## config.mk

```make
export PLATFORM = sky130hd
export DESIGN_NAME = freq_meter
export DESIGN_NICKNAME = d
export VERILOG_FILES = /design/src/rtl/freq_meter_pkg.sv /design/src/rtl/freq_meter_sync_edge.sv /design/src/rtl/freq_meter.sv
export SDC_FILE = /design/constraint.sdc
export NUM_CORES = 1
export LEC_CHECK = 0
export CORE_AREA = 4 4 105 182
export CTS_CLUSTER_DIAMETER = 200
export DETAILED_ROUTE_END_ITERATION = 8
export DIE_AREA = 0 0 109 186
export PLACE_DENSITY = 0.5
export SYNTH_ARGS = -nofsm -noshare
export SYNTH_HDL_FRONTEND = slang
export SYNTH_SLANG_ARGS = --single-unit
```

## constraint.sdc

```tcl
create_clock -name clki -period 3.3 [get_ports clki]
set_clock_uncertainty 0.2 [all_clocks]
set_input_delay 0.495 -clock clki [delete_from_list [all_inputs] [get_ports clki]]
set_output_delay 0.495 -clock clki [all_outputs]
set_load 0.02 [all_outputs]
```

## src/rtl/freq_meter_pkg.sv

```systemverilog
// freq_meter_pkg: FSM state encoding and default timeout shared by the frequency meter.
package freq_meter_pkg;
    localparam logic [0:0] WAIT_FIRST = 1'b0;
    localparam logic [0:0] MEASURE = 1'b1;
    localparam int TIMEOUT_DEFAULT = 50_000_000;
endpackage

```

## src/rtl/freq_meter_sync_edge.sv

```systemverilog
// sync_edge: 2-FF synchronizer with history flop, flags rising edges of an async input.
module sync_edge (
    input  logic clk,
    input  logic rst_n,
    input  logic din,
    output logic sync,
    output logic rise
);
    logic [1:0] meta;
    logic hist;
    always_ff @(posedge clk or negedge rst_n) begin
        if (!rst_n) begin
            meta <= '0;
            hist <= 1'b0;
        end else begin
            meta <= {meta[0], din};
            hist <= meta[1];
        end
    end
    assign sync = meta[1];
    assign rise = meta[1] & ~hist;
endmodule

```

## src/rtl/freq_meter.sv

```systemverilog
// freq_meter: measures period and high time of sig_in in clki cycles, flags stale input.
module freq_meter
    import freq_meter_pkg::*;
#(
    parameter int CW = 32,
    parameter int TIMEOUT = TIMEOUT_DEFAULT
) (
    input  logic          clki,
    input  logic          rst_n,
    input  logic          sig_in,
    output logic [CW-1:0] period,
    output logic [CW-1:0] high_time,
    output logic          valid,
    output logic          stale
);
    localparam logic [CW-1:0] LIMIT = CW'(TIMEOUT);
    localparam logic [CW-1:0] ONE = CW'(1);
    logic [0:0] state;
    logic [CW-1:0] cnt, hcnt;
    logic sync, rise;
    sync_edge u_sync (
        .clk  (clki),
        .rst_n(rst_n),
        .din  (sig_in),
        .sync (sync),
        .rise (rise)
    );
    // An edge on the timeout cycle takes priority over declaring the input stale.
    always_ff @(posedge clki or negedge rst_n) begin
        if (!rst_n) begin
            state     <= WAIT_FIRST;
            cnt       <= '0;
            hcnt      <= '0;
            period    <= '0;
            high_time <= '0;
            valid     <= 1'b0;
            stale     <= 1'b0;
        end else begin
            valid <= 1'b0;
            if (state == WAIT_FIRST) begin
                if (rise) begin
                    state <= MEASURE;
                    cnt   <= ONE;
                    hcnt  <= ONE;
                end
            end else if (rise) begin
                period    <= cnt;
                high_time <= hcnt;
                valid     <= 1'b1;
                stale     <= 1'b0;
                cnt       <= ONE;
                hcnt      <= ONE;
            end else if (cnt == LIMIT) begin
                state     <= WAIT_FIRST;
                stale     <= 1'b1;
                period    <= '0;
                high_time <= '0;
                cnt       <= '0;
                hcnt      <= '0;
            end else begin
                cnt  <= cnt + ONE;
                hcnt <= hcnt + CW'(sync);
            end
        end
    end
endmodule

```

After elaboration in Yosys (flattened, before gate mapping). Cells that the tools add are included.

Equal/unequal tests: 1. Shift operators: 0. Bitwise logic cells: 2. $add $sub $neg: 2. Divide/modulo/power cells: 0. Reductions and logical operators: 3. $mul: 0. Magnitude comparators: 0. Mux-type cells: 17.

Operators with widths (number): $mux W32 (10); $add A32 B1 Y32 (1); $add A32 B1 Y32 const B (1); $eq A32 B26 Y1 const B (1); $mux W1 (7); $reduce_bool A2 Y1 (2); $reduce_and A2 Y1 (1); $and A1 B1 Y1 (1); $not A1 Y1 (1).

Memories: 0. Output and inout bits: 66. Logic and storage cells: 34. Flip-flop bits (word level): 134. Memory bits (writable): 0. Bits in read-only memories: 0. Latch bits: 0. Input bits: 3.

Longest topological paths before layout. Gate-level depths: netlist of the first run.

Depth after elaboration: 4. Mapped depth: 9. Depth with buffers taken out: 7.

By module. From an unflattened synthesis of the first run, not the netlist that was laid out.

Cells, all modules: 610. Area, all modules: 6302.3 um2.

Modules (own cells, without submodules): freq_meter (seq. area each 3278.1 um2, instances 1, area each 6213.5 um2, cells each 606); sync_edge (seq. area each 75.1 um2, instances 1, area each 88.8 um2, cells each 4).

Worst setup path after synthesis of the first run. No wires, ideal clock.

Path kind: register to register. From: register cnt[8]. To: register high_time[11]. Arrival time: 2.192 ns. Required time: 2.979 ns. Setup time: 0.121 ns. Stages on the path, launching flop included: 9. Buffers on the path: 3. Period minus slack after synthesis: 2.513 ns. Setup slack: 0.787 ns. Path through: dfrtp_1 -> clkbuf_1 -> or4_1 -> nor4_2 -> a31oi_1 -> nand2b_1 -> clkbuf_1 -> clkbuf_1 -> a22o_2.

Cells in the longest elaborated chain, start to end: 3.

RTL lines: start, declared (RTL line freq_meter.sv:19) `logic [CW-1:0] cnt, hcnt;`; start signal, assigned (RTL line freq_meter.sv:61) `cnt <= cnt + ONE;`; $eq A32 B26 Y1 (RTL line freq_meter.sv:53) `end else if (cnt == LIMIT) begin`; $reduce_bool A2 Y1 (no source line); $reduce_and A2 Y1 (no source line); end signal, assigned (RTL line freq_meter.sv:48) `high_time <= hcnt;`; end, declared (RTL line freq_meter.sv:12) `output logic [CW-1:0] high_time,`.

No other way between the ends. A chain may end at the register's enable or synchronous reset.

Worst setup path after layout of the first run.
From: register cnt[16]. To: register high_time[3].

Same word-level chain as after synthesis.

==> impl_metrics.tcl, run 1 <==
set metrics [dict create \
    ys_seq_area_share_pct 55.0 \
    start_util_pct 34.8 \
    p_per_area_nw_per_um2 524 \
    rsz0062_at_grt "false" \
    first_global_vias 5038 \
    final_util_pct 43.6 \
    ir_drop_uv 306 \
    fin_crit_ps 2800 \
    num_io_pins 69 \
    r2r_setup_slack_ps 500 \
    yosys-top-cells-count "dfrtp_1, a22o_1, nor2_1" \
    path_class "flop to flop" \
    finalMaxSlewViolations 0 \
    ys_warn_count 0 \
    end_kind "flop" \
    netlist_instances 564 \
    ys_seq_elements 134 \
    syn2layout_area_growth_pct 25.4 \
    place_area_sq_um 7070 \
    cp.arrival_ps 2900 \
    antenna_found_initial 0 \
    run_status "complete, no violations" \
    synthArstFlopShare_pct 100 \
    setup-violations-final 0 \
    cts_tree "done" \
    tightest_slew_ps 943 \
    synth_cell_type_count 52 \
    cts.sinks 134 \
    max-cap-violations 0 \
    syn_nets 571 \
    ant_nets 0 \
    whs_ps 163 \
    hpwl_um 11400 \
    cts_buffer_depth 2 \
    synth_top_area_cell "dfrtp_1" \
    synth_area_leaders "dfrtp_1, a22o_1, xor2_1" \
    globalplace.congestion 0.789 \
    root_buffer "clkbuf_16" \
    grt_overflow 0 \
    clock_latency_ps 420 \
    track_usage_pct 17.5 \
    post-route-drc-count 0 \
    synth.top_cell.area_share_pct 55.0 \
    p_leak_uw 0.00331 \
    maxClockFrequency_mhz 357 \
    wl_um 16500 \
    avgSynthCellArea_sq_um 10.8 \
    fp.dieH_um 186 \
    finalNetCount 637 \
    htreeDepth 4 \
    finalSetupTns_ps 0 \
    cp.required_ps 3400 \
    maxSlewHeadroom_pct 36.9 \
    hp-class "flop to flop" \
    firstDrtPassIters 5 \
    syn_area_sq_um 6100 \
    postCtsResizedCells 0 \
    die_area_sq_um 20300 \
    hold_violations 0 \
    grt_first_pass_wirelength_um 27600 \
    cts_buffers 17 \
    vias_per_cell 5.38 \
    drive_gt1_share_pct 10.1 \
    drt_iter0_drc 181 \
    path_max_fanout 52 \
    fp-row-count 64 \
    post-route-period-util_pct 84.9 \
    start_kind "flop" \
    synth_most_common_cell "dfrtp_1" \
    die_x_um 109 \
    finalInstanceArea_sq_um 7650 \
    antennaDiodeCount 0 \
    path_clk_slew_ps 60 \
    vias 4706 \
    synth-edff-count 0 \
    synth_top_flop_cell "dfrtp_1" \
    port_buffers 68 \
    core_sq_um 17500 \
    grt_max_degree 54 \
    wl_per_cell_um 18.8 \
]
[layout by cell type (no fill, tap or decap), drive strengths merged, types with 7 or more instances in the layout]
| cell type | synthesis | routed |
|---|---|---|
| nand2 | 39 | 39 |
| a31oi | 8 | 8 |
| dfrtp | 134 | 134 |
| nand4 | 31 | 31 |
| clkdlybuf4s50 | 0 | 67 |
| inv | 7 | 7 |
| xor2 | 27 | 27 |
| buf | 9 | 20 |
| and3 | 15 | 15 |
| and4 | 7 | 7 |
| nor3 | 7 | 7 |
| xnor2 | 9 | 9 |
| nor4 | 12 | 12 |
| clkbuf | 31 | 24 |
| o31ai | 8 | 8 |
| nand3 | 40 | 40 |
| a22o | 64 | 64 |
| nor2 | 48 | 48 |
| o211ai | 10 | 10 |
[final timing paths]
kind	from	to	cells after the start
min in group asynchronous	rst_n	period[4]	2
worst min-delay path	u_sync.meta[0]	u_sync.meta[1]	0
worst max-delay path	cnt[16]	high_time[3]	6
worst max register to register	cnt[16]	high_time[3]	6
worst min register to register	u_sync.meta[0]	u_sync.meta[1]	0
max in group asynchronous	rst_n	period[22]	3
[registers in the layout, indices dropped and copies added (netlist names)]
| name | flops |
|---|---|
| cnt | 32 |
| hcnt | 32 |
| high_time | 32 |
| period | 32 |
| stale | 1 |
| state | 1 |
| u_sync.hist | 1 |
| u_sync.meta | 2 |
| valid | 1 |
[power by group]
part | switching (uW) | internal, uW
Combinational | 213 | 164
Sequential | 101 | 1720
Clock | 704 | 1110
Total | 1020 | 2990
[kinds of logic (layout without fill, tap and decap cells)]
logic type      Yosys count  after routing  synth area share (%)
simple gates            233            233                  21.2
flops                   134            134                  55.0
compound gates          109            109                  14.2
buf+inv                  48            127                  3.59
xor+xnor                 36             36                  5.17
fa+ha+maj                 4              4                 0.821
[per-stage QoR]
step                instances  total power (uW)  worst slack (ps)
finish                    874              4010               499
detailed placement        841              2230               568
global route              874              4170               402
global placement          841              2220               584
floorplan                 564              2040               787
CTS                       874              4060               537
[layout make-up]
type | instances | area (sq um)
Fill cell | 1652 | 9890
Sequential cell | 134 | 3350
Multi-Input combinational cell | 382 | 2530
Timing Repair Buffer | 88 | 881
Clock buffer | 24 | 492
Tap cell | 231 | 289
Clock inverter | 8 | 72.6
Inverter | 7 | 26.3
[worst max-delay path: stages (launching register included)]
cell	delay [ps]
dfrtp_1	460
or4_1	580
nor4_2	330
a31oi_1	220
nand2b_2	380
buf_12	270
a22o_1	210
[what timing repair did]
item / in CTS / in global routing
setup buffers: 0 / 0
endpoints found under the hold margin: 19 / 0
hold buffers: 1 / 0
[per-layer routing]
layer | track usage [%] | vias to the layer above | wire length [um]
met5 | 0 | - | 0
met4 | 6.88 | 0 | 329
met3 | 2.29 | 26 | 419
met2 | 32.4 | 92 | 9180
met1 | 20.1 | 2361 | 6540
li1 | - | 2227 | -
Power figures use the tool's default switching activity.
==> run 2, diff against run 1 <==
- PLACE_DENSITY: 0.5 -> 0.52
- clock period: 3.3 -> 2.5 ns (I/O delays scaled with it)
==> impl_metrics.tcl, run 2 (synthesis results as in run 1) <==
set metrics [dict create \
    run_status "complete, no violations" \
    antenna_found_initial 0 \
    slowest_stage "or4_1" \
    finalSetupTns_ps 0 \
    fin_crit_ps 2430 \
    core_sq_um 17500 \
    hold_violations 0 \
    post-route-drc-count 0 \
    p_per_area_nw_per_um2 652 \
    ant_nets 0 \
    track_usage_pct 18.4 \
    cts_tree "done" \
    maxClockFrequency_mhz 412 \
    dp_slack_ps -17.9 \
    fp.dieH_um 186 \
    path_class "flop to flop" \
    firstDrtPassIters 4 \
    wl_per_cell_um 18.8 \
    port_buffers 68 \
    vias 5064 \
    clock_latency_ps 410 \
    die_area_sq_um 20300 \
    path_max_fanout 2 \
    cts.sinks 134 \
    vias_per_cell 5.36 \
    cts_buffers 17 \
    hp-class "flop to flop" \
    finalNetCount 710 \
    grt_overflow 0 \
    syn2layout_area_growth_pct 35.2 \
    root_buffer "clkbuf_16" \
    maxSlewHeadroom_pct 40.1 \
    setup-violations-final 0 \
    cpPeakStageDelay_ps 550 \
    crit_family "simple AND/OR/NAND/NOR gates" \
    globalplace.congestion 0.846 \
    cp.required_ps 2630 \
    antennaDiodeCount 0 \
    wl_um 17700 \
    fillCellCount 1629 \
    die_x_um 109 \
    start_kind "flop" \
    path_cells "nand3_1 -> or4_1 -> or4_4 -> or4b_1 -> o21ai_0" \
    grt_first_pass_wirelength_um 28700 \
    fp-row-count 64 \
    post-route-period-util_pct 97.0 \
    p_leak_uw 0.00370 \
    max-cap-violations 0 \
    drt_iter0_drc 257 \
    hpwl_um 12800 \
    grt_max_degree 57 \
    first_global_vias 5406 \
    start_util_pct 34.8 \
    num_io_pins 69 \
    setup_ws_ps 74.2 \
    drive_gt1_share_pct 19.9 \
    path_buf_inv 0 \
    end_kind "flop" \
    final_common_cell "dfrtp_1" \
    path_clk_slew_ps 60 \
    ir_drop_uv 378 \
    cp.arrival_ps 2560 \
    htreeDepth 4 \
    final_cell_mix "dfrtp_1, buf_4, clkdlybuf4s50_1" \
    cts_buffer_depth 2 \
    finalMaxSlewViolations 0 \
    tightest_slew_ps 895 \
]
==> run 2: cell types whose count changed in the layout (fill, tap and decap cells not counted), sizes merged <==
cell	before	now
clkinvlp	3	4
clkinv	4	3
bufinv	1	2
buf	20	93
clkbuf	24	21
==> run 2: area by class of cell <==
| cell class | count | area, sq um | area share [%] |
|---|---|---|---|
| Clock buffer | 21 | 450 | 5.46 |
| Clock inverter | 9 | 105 | 1.27 |
| Tap cell | 231 | 289 | 3.51 |
| Multi-Input combinational cell | 382 | 2590 | 31.4 |
| Timing Repair Buffer | 161 | 1430 | 17.4 |
| Inverter | 7 | 26.3 | 0.319 |
| Sequential cell | 134 | 3350 | 40.7 |
==> run 2: layer usage <==
metal	wire length, um	up-vias	track usage, %
met2	9930	109	33.0
met3	415	28	2.85
met1	6940	2546	20.9
met4	444	0	9.15
met5	0	-	0
li1	-	2381	-
==> run 2: final timing paths <==
kind	from	to	slack, ps	depth (start not counted)
setup / recovery	hcnt[14]	hcnt[31]	70	5
hold / removal	u_sync.meta[0]	u_sync.meta[1]	180	0
setup reg to reg	hcnt[14]	hcnt[31]	70	5
hold reg to reg	u_sync.meta[0]	u_sync.meta[1]	180	0
max in group asynchronous	rst_n	cnt[15]	1250	3
min in group asynchronous	rst_n	period[2]	220	2
==> run 2: metrics by stage <==
step / hold slack [ps] / std cells / power [uW] / cell area [sq um] / util (%)
after detailed placement: 109 / 912 / 3020 / 7610 / 43.4
after CTS: 181 / 943 / 5450 / 8190 / 46.7
final: 177 / 945 / 5370 / 8250 / 47.0
after global placement: 100 / 912 / 3010 / 7610 / 43.4
after floorplan: -121 / 564 / 2690 / 6100 / -
after global routing: 192 / 945 / 5610 / 8250 / 47.0
==> run 2: what timing repair did <==
action | CTS | global route
pin swaps | 0 | 2
resized for setup | 2 | 8
endpoints found under the setup margin | 49 | 100
endpoints found under the hold margin | 22 | 0
hold buffers | 1 | 0
setup buffers | 0 | 2
==> run 2: power by group <==
group | switching [uW] | internal, uW | total [uW]
Combinational | 361 | 277 | 637
Sequential | 70.7 | 2270 | 2340
Clock | 920 | 1480 | 2400
Total | 1350 | 4020 | 5370
==> run 3, diff against run 2 <==
- RECOVER_POWER: unset -> 50
==> impl_metrics.tcl, run 3 (synthesis results as in run 1) <==
set metrics [dict create \
    start_kind "flop" \
    cp.arrival_ps 2560 \
    maxClockFrequency_mhz 412 \
    cts_buffer_depth 2 \
    whs_ps 177 \
    path_class "flop to flop" \
    run_status "complete, no violations" \
    end_kind "flop" \
    clockPowerShare_pct 44.6 \
    syn2layout_area_growth_pct 35.0 \
    place_area_sq_um 7610 \
    intPower_uw 4010 \
    ant_nets 0 \
    max-cap-violations 0 \
    finalSetupTns_ps 0 \
    cp.required_ps 2630 \
    root_buffer "clkbuf_16" \
    core_sq_um 17500 \
    setup-violations-final 0 \
    cts.sinks 134 \
    power_frac_comb_pct 11.7 \
    wl_um 17700 \
    swShare_pct 25.1 \
    power.switching_uw 1350 \
    antennaDiodeCount 0 \
    num_io_pins 69 \
    path_cells "nand3_1 -> or4_1 -> or4_4 -> or4b_1 -> o21ai_0" \
    grt_max_degree 57 \
    seqPwrFrac_pct 43.6 \
    drive_gt1_share_pct 19.5 \
    p_leak_uw 0.00377 \
    finalInstanceArea_sq_um 8230 \
    path_clk_slew_ps 60 \
    grt_overflow 0 \
    final_common_cell "dfrtp_1" \
    hpwl_um 12800 \
    regArea_sq_um 3350 \
    fp.dieH_um 186 \
    track_usage_pct 18.4 \
    die_area_sq_um 20300 \
    hold_violations 0 \
    grt_first_pass_wirelength_um 28700 \
    start_util_pct 34.8 \
    cts_tree "done" \
    maxSlewHeadroom_pct 4.44 \
    p_per_area_nw_per_um2 651 \
    finalMaxSlewViolations 0 \
    wl_per_cell_um 18.8 \
    slowest_stage "or4_1" \
    die_x_um 109 \
    multi_input_area_sq_um 2590 \
    finalNetCount 710 \
    drt_iter0_drc 246 \
    path_max_fanout 2 \
    tightest_slew_ps 1430 \
    antenna_found_initial 0 \
    port_buffers 68 \
    fp-row-count 64 \
    final_cell_mix "dfrtp_1, buf_4, a22o_1" \
    vias 5057 \
    globalplace.congestion 0.846 \
    fillCellCount 1630 \
    htreeDepth 4 \
    clock_latency_ps 410 \
    power_uw 5360 \
    fin_cells 945 \
    dp.cells 912 \
    vias_per_cell 5.35 \
    ir_drop_uv 379 \
    hp-class "flop to flop" \
    fin_crit_ps 2430 \
    cts_buffers 17 \
    post-route-drc-count 0 \
    post-route-period-util_pct 97.0 \
    firstDrtPassIters 4 \
    cpPeakStageDelay_ps 550 \
    first_global_vias 5406 \
]
run 3: changes by cell type in the layout (fill, tap and decap cells not counted), sizes merged:
cell           before  now
buf                93   89
clkdlybuf4s50      67   41
clkbuf             21   25
dlygate4sd3         1   27
run 3: worst max-delay path, delay by kind of cell, from the launching register on:
| kind | cells | cell delay [ps] |
|---|---|---|
| flip-flops | 1 | 370 |
| AND/OR/NAND/NOR | 4 | 1700 |
| AO/OA/AOI/OAI | 1 | 80 |
run 3: through the flow:
stage | utilization (%) | worst slack, ps
finish | 46.9 | 74.5
CTS | 46.7 | 2.51
global placement | 43.4 | -0.624
global route | 46.9 | -1.27
floorplan | - | 15.4
detailed placement | 43.4 | -17.9
run 3: area by class of cell:
cell class              count  area share (%)
flip-flops and latches    134            40.7
multi-input cells         382            31.4
repair buffers            161            17.2
clock buffers              21            5.47
well taps                 231            3.51
clock inverters             9            1.28
inverters                   7           0.319
run 3: final timing paths:
path | start | to | slack, ps | depth (start not counted)
worst min-delay path | u_sync.meta[0] | u_sync.meta[1] | 180 | 0
worst max-delay path | hcnt[14] | hcnt[31] | 70 | 5
worst min register to register | u_sync.meta[0] | u_sync.meta[1] | 180 | 0
max in group asynchronous | rst_n | cnt[15] | 480 | 3
min in group asynchronous | rst_n | period[2] | 640 | 2
worst max register to register | hcnt[14] | hcnt[31] | 70 | 5
run 3: power groups by stage:
| stage | clock [uW] | sequential, uW | combinational [uW] |
|---|---|---|---|
| 6_report | 2390 | 2340 | 630 |
| 5_1_grt | 2550 | 2350 | 691 |
| 4_1_cts | 2460 | 2340 | 645 |
| 3_5_place_dp | 0 | 2380 | 640 |
| 3_3_place_gp | 0 | 2380 | 634 |
| 2_1_floorplan | 0 | 2430 | 263 |
run 3: timing repair:
item | CTS | global route
hold buffers | 1 | 0
endpoints found under the setup margin | 49 | 100
pin swaps | 0 | 2
hold endpoints to repair | 22 | 0
setup buffers | 0 | 2
resized for setup | 2 | 8
run 3: routing by layer:
| layer | vias up | wire length, um | track usage (%) | share of wire, % |
|---|---|---|---|---|
| met3 | 36 | 384 | 2.85 | 2.2 |
| met5 | - | 0 | 0 | 0 |
| met4 | 0 | 527 | 9.15 | 3.0 |
| li1 | 2379 | - | - | - |
| met2 | 112 | 9870 | 33.0 | 56 |
| met1 | 2530 | 6940 | 20.9 | 39 |
==> edit, RTL diff (settings of run 3) <==
`CW`: 32 -> 64.
--- a/src/rtl/freq_meter.sv
+++ b/src/rtl/freq_meter.sv
@@ -2,7 +2,7 @@
 module freq_meter
     import freq_meter_pkg::*;
 #(
-    parameter int CW = 32,
+    parameter int CW = 64,
     parameter int TIMEOUT = TIMEOUT_DEFAULT
 ) (
     input  logic          clki,
Interface: changed (resized high_time and period); port bits go from 69 to 133. The function was not compared with the original's and may differ.
==> edit against run 3 <==
- the flow now stops in clock tree synthesis
- area after synthesis rose by 100%
- synthesized cell count is 120% higher
==> edit: results (changes against run 3) <==
stage	metric	value	unit	change
outcome	status	did not finish		
outcome	haltStage	clock tree synthesis		
outcome	error_line	[ERROR DPL-0033] detailed placement checks failed during check placement.		
yosys	synth_area_leaders	dfrtp_1, a22o_1, a31oi_1, nand2_1, nand3_1		
yosys	ys_top_cells_by_count	dfrtp_1, a22o_1, nand2_1		
clock_tree	cts_setup_buffers	18		+18
clock_tree	cts-htree-levels	1		-3
yosys	ys_types	60		+15%
place	hpwl	29000	µm	+130%
clock_tree	cts_buffer_depth	3		+1
yosys	yosys_warnings	0		unchanged
place	place.gp.congestion	0.982		+16%
yosys	ys_ff_latch	262		+96%
clock_tree	cts_root_buffer	clkbuf_16		
place	io_buffers	132		+94%
yosys	seq_area_frac_synth	52.5	%	-2.5 points
clock_tree	hold_buffers	1		unchanged
clock_tree	ctsResizeCount	117		+115
yosys	async_reset_ff_share	100	%	unchanged
yosys	synthesis.nets	1264		+120%
clock_tree	cts_buffers	23		+6
[edit: cell types whose count changed after synthesis, sizes merged, moves of 41 or more]
cell,change
clkbuf,+42
nand3,+41
nand2,+71
a22o,+64
o21ai,+42
dfrtp,+128
a21oi,+72
a31oi,+83
[edit: logic make-up after synthesis]
group	count (synthesis)	synth area share, %
AO/OA/AOI/OAI	399	22.2
XOR/XNOR	1	0.0702
adder cells (fa/ha/maj)	4	0.401
buffers and inverters	135	4.25
flip-flops	262	52.5
multiplexers	7	0.582
AND/OR/NAND/NOR	449	20.0
[edit: through the flow]
step / setup slack, ns / std cells / hold slack, ns / utilization [%] / instance area (µm²)
detailed placement: -0.102 / 1736 / 0.162 / 88.7 / 15600
global placement: -0.0432 / 1736 / 0.164 / 88.7 / 15600
floorplan: -0.0734 / 1257 / -0.121 / - / 12600
